--- src/rtl/rk_store_rev.sv ---
// Round-key store: captures an expander's forward schedule (0..NR) and replays it NR..0 over valid/ready.
// Optional RK_INVMIX_EN applies InvMixColumns to rounds 1..NR-1 on the read path (equivalent inverse cipher).
module rk_store_rev #(
  parameter int NR    = 12,
  parameter int CNT_W = 4
) (
  input  logic             mclk,
  input  logic             arst_n,
  input  logic [0:127]     rk_in,
  input  logic [CNT_W-1:0] rk_in_count,
  input  logic             rk_in_le,
  input  logic             rd_start,
  input  logic             rd_ready,
  output logic [0:127]     rd_key,
  output logic [CNT_W-1:0] rd_round,
  output logic             rd_valid,
  output logic             keys_ready,
  output logic             wr_err
);

  typedef enum logic [1:0] {IDLE, FILL, FULL, READ} state_t;

  localparam logic [CNT_W-1:0] LAST = CNT_W'(NR);

  state_t           state;
  logic [CNT_W-1:0] wr_ptr;
  logic [CNT_W-1:0] rd_ptr;
  logic [127:0]     mem [0:NR];
  logic [127:0]     raw_key;
  logic [127:0]     out_key;
  logic             cnt_zero;
  logic             cnt_next;
  logic             wr_ok;

`ifdef RK_INVMIX_EN
  function automatic logic [7:0] xt(input logic [7:0] b);
    return {b[6:0], 1'b0} ^ (b[7] ? 8'h1b : 8'h00);
  endfunction

  function automatic logic [31:0] inv_mix_col(input logic [31:0] c);
    logic [7:0] a [4];
    logic [7:0] x2 [4];
    logic [7:0] x4 [4];
    logic [7:0] x8 [4];
    logic [7:0] m9 [4];
    logic [7:0] m11 [4];
    logic [7:0] m13 [4];
    logic [7:0] m14 [4];
    logic [31:0] r;
    for (int j = 0; j < 4; j++) begin
      a[j]   = c[31-8*j -: 8];
      x2[j]  = xt(a[j]);
      x4[j]  = xt(x2[j]);
      x8[j]  = xt(x4[j]);
      m9[j]  = x8[j] ^ a[j];
      m11[j] = x8[j] ^ x2[j] ^ a[j];
      m13[j] = x8[j] ^ x4[j] ^ a[j];
      m14[j] = x8[j] ^ x4[j] ^ x2[j];
    end
    r[31:24] = m14[0] ^ m11[1] ^ m13[2] ^ m9[3];
    r[23:16] = m9[0]  ^ m14[1] ^ m11[2] ^ m13[3];
    r[15:8]  = m13[0] ^ m9[1]  ^ m14[2] ^ m11[3];
    r[7:0]   = m11[0] ^ m13[1] ^ m9[2]  ^ m14[3];
    return r;
  endfunction

  function automatic logic [127:0] inv_mix(input logic [127:0] k);
    logic [127:0] r;
    for (int i = 0; i < 4; i++) begin
      r[127-32*i -: 32] = inv_mix_col(k[127-32*i -: 32]);
    end
    return r;
  endfunction
`endif

  // A write is legal as a (re)start at index 0 outside READ, or as the next index during FILL.
  always_comb begin
    cnt_zero = (rk_in_count == '0);
    cnt_next = (state == FILL) && (rk_in_count == wr_ptr);
    wr_ok    = rk_in_le && ((cnt_zero && (state != READ)) || cnt_next);
  end

  always_ff @(posedge mclk) begin
    if (wr_ok) begin
      mem[rk_in_count] <= rk_in;
    end
  end

  always_ff @(posedge mclk or negedge arst_n) begin
    if (!arst_n) begin
      state      <= IDLE;
      wr_ptr     <= '0;
      rd_ptr     <= '0;
      rd_valid   <= 1'b0;
      keys_ready <= 1'b0;
      wr_err     <= 1'b0;
    end else begin
      wr_err <= rk_in_le && !wr_ok;
      case (state)
        IDLE: begin
          if (rk_in_le && cnt_zero) begin
            wr_ptr <= CNT_W'(1);
            state  <= FILL;
          end
        end
        FILL: begin
          if (rk_in_le && cnt_zero) begin
            wr_ptr <= CNT_W'(1);
          end else if (cnt_next && rk_in_le) begin
            if (wr_ptr == LAST) begin
              wr_ptr     <= '0;
              keys_ready <= 1'b1;
              state      <= FULL;
            end else begin
              wr_ptr <= wr_ptr + 1'b1;
            end
          end
        end
        FULL: begin
          // A fresh schedule wins over a simultaneous replay request.
          if (rk_in_le && cnt_zero) begin
            keys_ready <= 1'b0;
            wr_ptr     <= CNT_W'(1);
            state      <= FILL;
          end else if (rd_start) begin
            rd_ptr   <= LAST;
            rd_valid <= 1'b1;
            state    <= READ;
          end
        end
        READ: begin
          if (rd_ready) begin
            if (rd_ptr == '0) begin
              rd_valid <= 1'b0;
              state    <= FULL;
            end else begin
              rd_ptr <= rd_ptr - 1'b1;
            end
          end
        end
        default: state <= IDLE;
      endcase
    end
  end

  always_comb begin
    raw_key = mem[rd_ptr];
`ifdef RK_INVMIX_EN
    out_key = ((rd_ptr != '0) && (rd_ptr != LAST)) ? inv_mix(raw_key) : raw_key;
`else
    out_key = raw_key;
`endif
    rd_key   = rd_valid ? out_key : '0;
    rd_round = rd_ptr;
  end

endmodule

--- config.mk ---
export PLATFORM = sky130hd
export DESIGN_NAME = rk_store_rev
export DESIGN_NICKNAME = d
export VERILOG_FILES = /design/src/rtl/rk_store_rev.sv
export SDC_FILE = /design/constraint.sdc
export NUM_CORES = 2
export LEC_CHECK = 0
export BUFFER_PORTS_ARGS = -buffer_cell sky130_fd_sc_hd__buf_4
export CAP_MARGIN = 20
export CORE_AREA = 5 5 494 301
export CTS_CLUSTER_DIAMETER = 30
export DETAILED_ROUTE_END_ITERATION = 10
export DIE_AREA = 0 0 499 306
export SLEW_MARGIN = 20
export SYNTH_ARGS = -nofsm -noshare
export SYNTH_HDL_FRONTEND = slang
export SYNTH_SLANG_ARGS = --single-unit
--- constraint.sdc ---
create_clock -name mclk -period 18.45 [get_ports mclk]
set_input_delay 2.7675 -clock mclk [delete_from_list [all_inputs] [get_ports mclk]]
set_output_delay 2.7675 -clock mclk [all_outputs]
set_load 0.005 [all_outputs]
==> impl_results.md <==
- Status: finished, final reports clean
- Num ports: 272
- PostCTS Resize Cnt: 0
- Top sig layer: met5
- Area after DPL: about 68,000 um^2
- Met1 WL: 61,890 um
- Ranking of synthesized cells by area: edfxtp_1 (78%), mux4_2 (18%), and2_1 (1.2%)
- Min Tclk post-route: 8.783 ns
- Bufs and invs on worst path: 4
- Most common cell on crit path: buf_4
- Worst R2R Path Depth: 6
- Post-route ant nets: 0
- CTS sink cnt: 1,677
- Synthesized Nets: ~2,700
- Routed WL per cell: 29.04 um
- #FFs+latches synth: between 1,500 and 2,000
- Layout Nets: between 3,000 and 4,000
- GR Util All Layers: 0.1969
- WL final: roughly 150,000 um
- Critical path startpoint category: register
- Die area: about 150,000 um^2
- Leak: 24.04 nW
- Reg2Reg Setup Slack: 14.25 ns
- Post-CTS Hold Buffers: 0
- Final setup fails: 0
- Die width: 499 um
- Max Cap Viol: 0
- Post-detail-place hpwl: 72,940 um
- Critical-path cell list: buf_12 > buf_4 > buf_4 > mux4_2 > mux4_2 > and2_1 > buf_4
- Slew Viols, Final: 0
- CTS tree: yes
- Post-synth top area share: 0.7798
- Clock Latency Late Sink: 0.84 ns
- Reg-to-reg endpoint: mem[4][60]$_DFFE_PP_
- CTS Root Cell: clkbuf_16
- Crit. End Element: output port
- Worst hold path depth: 2
- FP Rows: between 100 and 150
- Initial antenna violation count: 20
- # DRC: 0
- Largest net degree at the start of global routing: about 150
- Slew margin rel.: 0.2513
- Vias: 29,190
- WP data required: between 15 and 20 ns
- HP Class: reg2reg
- Worst Setup EP: rd_key[77]
- Logic depth of the worst setup path including buffers: 7
- Crit-path max FO: 152
- Final Skew: 0.02736 ns
- Clk buf depth: 3
- Vias in the first global route: 31,600
- Worst path arrival time: roughly 6.0 ns
- Fmax: 0.1139 GHz
- Setup Total Neg Slack: 0 ns
- Met2 routed WL: 75,020 um
- Initial Util: 0.4465
- DR iter-0 viols: 2,616
- PD cells: 145.2 nW/um^2
- Die Height: about 300 um
- Dominant cell type by area after synthesis: edfxtp_1
- Setup bufs post-CTS: 0
- Post-synth EDFFs: 1,664
- Synth cell count leaders: edfxtp_1 (1,664), mux4_2 (512), and2_1 (128)
- Placed Cells incl. Taps: 4,680
- Top delay family on crit path: buffers and inverters
- Hold_sp: keys_ready$_DFFE_PN0P_
- Sequential area share after synthesis: 0.7848
- Mapped Avg Cell Area: 24.96 um^2
- Hold Fails Final Rpt: 0
- Synth Instances: 2,567
- Worst slew pin tran: 1.123 ns
- Crit path from: rd_round[1]$_DFFE_PN0P_
- Asr flop ratio synth: 0.007752
- Non-Filler Instances: 5,130
- Reg clk slew, reported paths: roughly 0.050 ns
- P&R area growth vs syn: 19.50%
- Gr ovfl total: 0
- Total power: 0.01112 W
- Largest stage delay, worst path: 0.98 ns
- H-tree Lvls: 4
- Most used DFF post-synth: edfxtp_1
- Post-synthesis cell area: between 60,000 and 70,000 um^2
- RSZ-0062 raised after global routing: false
- Via-per-instance ratio: 5.689
- Final core occ: 0.5336
- First-pass GRT wire length: about 220,000 um
- Worst Path Class, Setup: reg2out
- Yosys cell types: 47
- CTS buffer count: between 200 and 250
- Router iterations before antenna repair: 5
- DR WL met3: 8030 um
- Most common cell in the netlist: edfxtp_1
- Period utilization: 0.4760
- Placeable Area: between 100,000 and 150,000 um^2
- Reg-to-Reg Start: wr_ptr[0]$_DFFE_PN0P_
- Design Area, Final: approximately 77,000 um^2
- Buffers on Ports: 271
- Crit-path slowest cell: dfrtp_4
- Fraction of layout cells with a size suffix above 1: 0.3923
- Worst VDD drop: between 100 and 150 uV
- Ys Warns: 0
- Routability congestion estimate: 0.7283
[area by class of cell]
| class | count | area [um^2] |
|---|---|---|
| fillers | 10760 | 66930 |
| flip-flops and latches | 1677 | 50310 |
| multi-input cells | 741 | 13110 |
| clock buffers | 251 | 5856 |
| repair buffers | 323 | 2545 |
| well taps | 1925 | 2409 |
| clock inverters | 187 | 2261 |
| inverters | 15 | 63.81 |
| diodes | 11 | 27.53 |
[power by group]
group / internal (W) / switching (W) / total, W / leakage (nW)
logic: 0.00124 / 0.00105 / 0.00228 / 5.07
clock network: 0.00276 / 0.00176 / 0.00453 / 3.87
registers: 0.00422 / 0.0000951 / 0.00431 / 15.1
total: 0.00821 / 0.00291 / 0.0111 / 24.0
[layout by cell type (no fill, tap or decap), types with 15 or more instances in the layout]
cell,count
and2_1,128
buf_4,312
bufinv_16,29
clkbuf_1,20
clkbuf_16,231
clkinv_1,20
clkinv_2,23
clkinv_4,22
clkinvlp_4,29
edfxtp_1,1664
inv_6,33
inv_8,15
mux4_2,512
[kinds of logic after synthesis]
group                      share of synthesized area
DFF                                           0.7848
adders and majority gates                   0.001562
and+or+nand+nor                              0.01697
AOI/OAI and AO/OA                           0.003690
buffers and inverters                        0.01211
xor gates and xnor gates                   0.0005467
muxes                                         0.1803
[sequential cells by signal (all words and copies together) (netlist names)]
name	cells
rd_valid	1
keys_ready	1
state	2
wr_ptr	4
rd_round	4
mem	1664
wr_err	1
[routing by layer]
metal / track usage / up-vias
met5: 0 / -
met4: 0.07338 / 16
li1: - / 12040
met3: 0.03526 / 248
met2: 0.3257 / 934
met1: 0.2652 / 15950
[tightest hold or removal path: cells and delay by family, from the launching register on]
family | cells | cell delay (ns)
simple gates | 1 | 0.06
compound gates | 1 | 0.07
flops | 1 | 0.35
[worst min-delay path by stage]
stage	slack [ns]	end
final	0.51	keys_ready$_DFFE_PN0P_
after global routing	0.53	keys_ready$_DFFE_PN0P_
after CTS	0.51	keys_ready$_DFFE_PN0P_
after detailed placement	0.49	keys_ready$_DFFE_PN0P_
after global placement	0.49	keys_ready$_DFFE_PN0P_
after floorplan	0.49	keys_ready$_DFFE_PN0P_
[through the flow]
stage | setup slack (ns) | hold slack (ns)
3_5_place_dp | 10.45 | 0.4907
3_3_place_gp | 10.55 | 0.4902
4_1_cts | 9.559 | 0.5051
6_report | 9.667 | 0.5082
2_1_floorplan | 1.657 | 0.4887
5_1_grt | 9.417 | 0.5346
(Power assumes the default switching activity.)
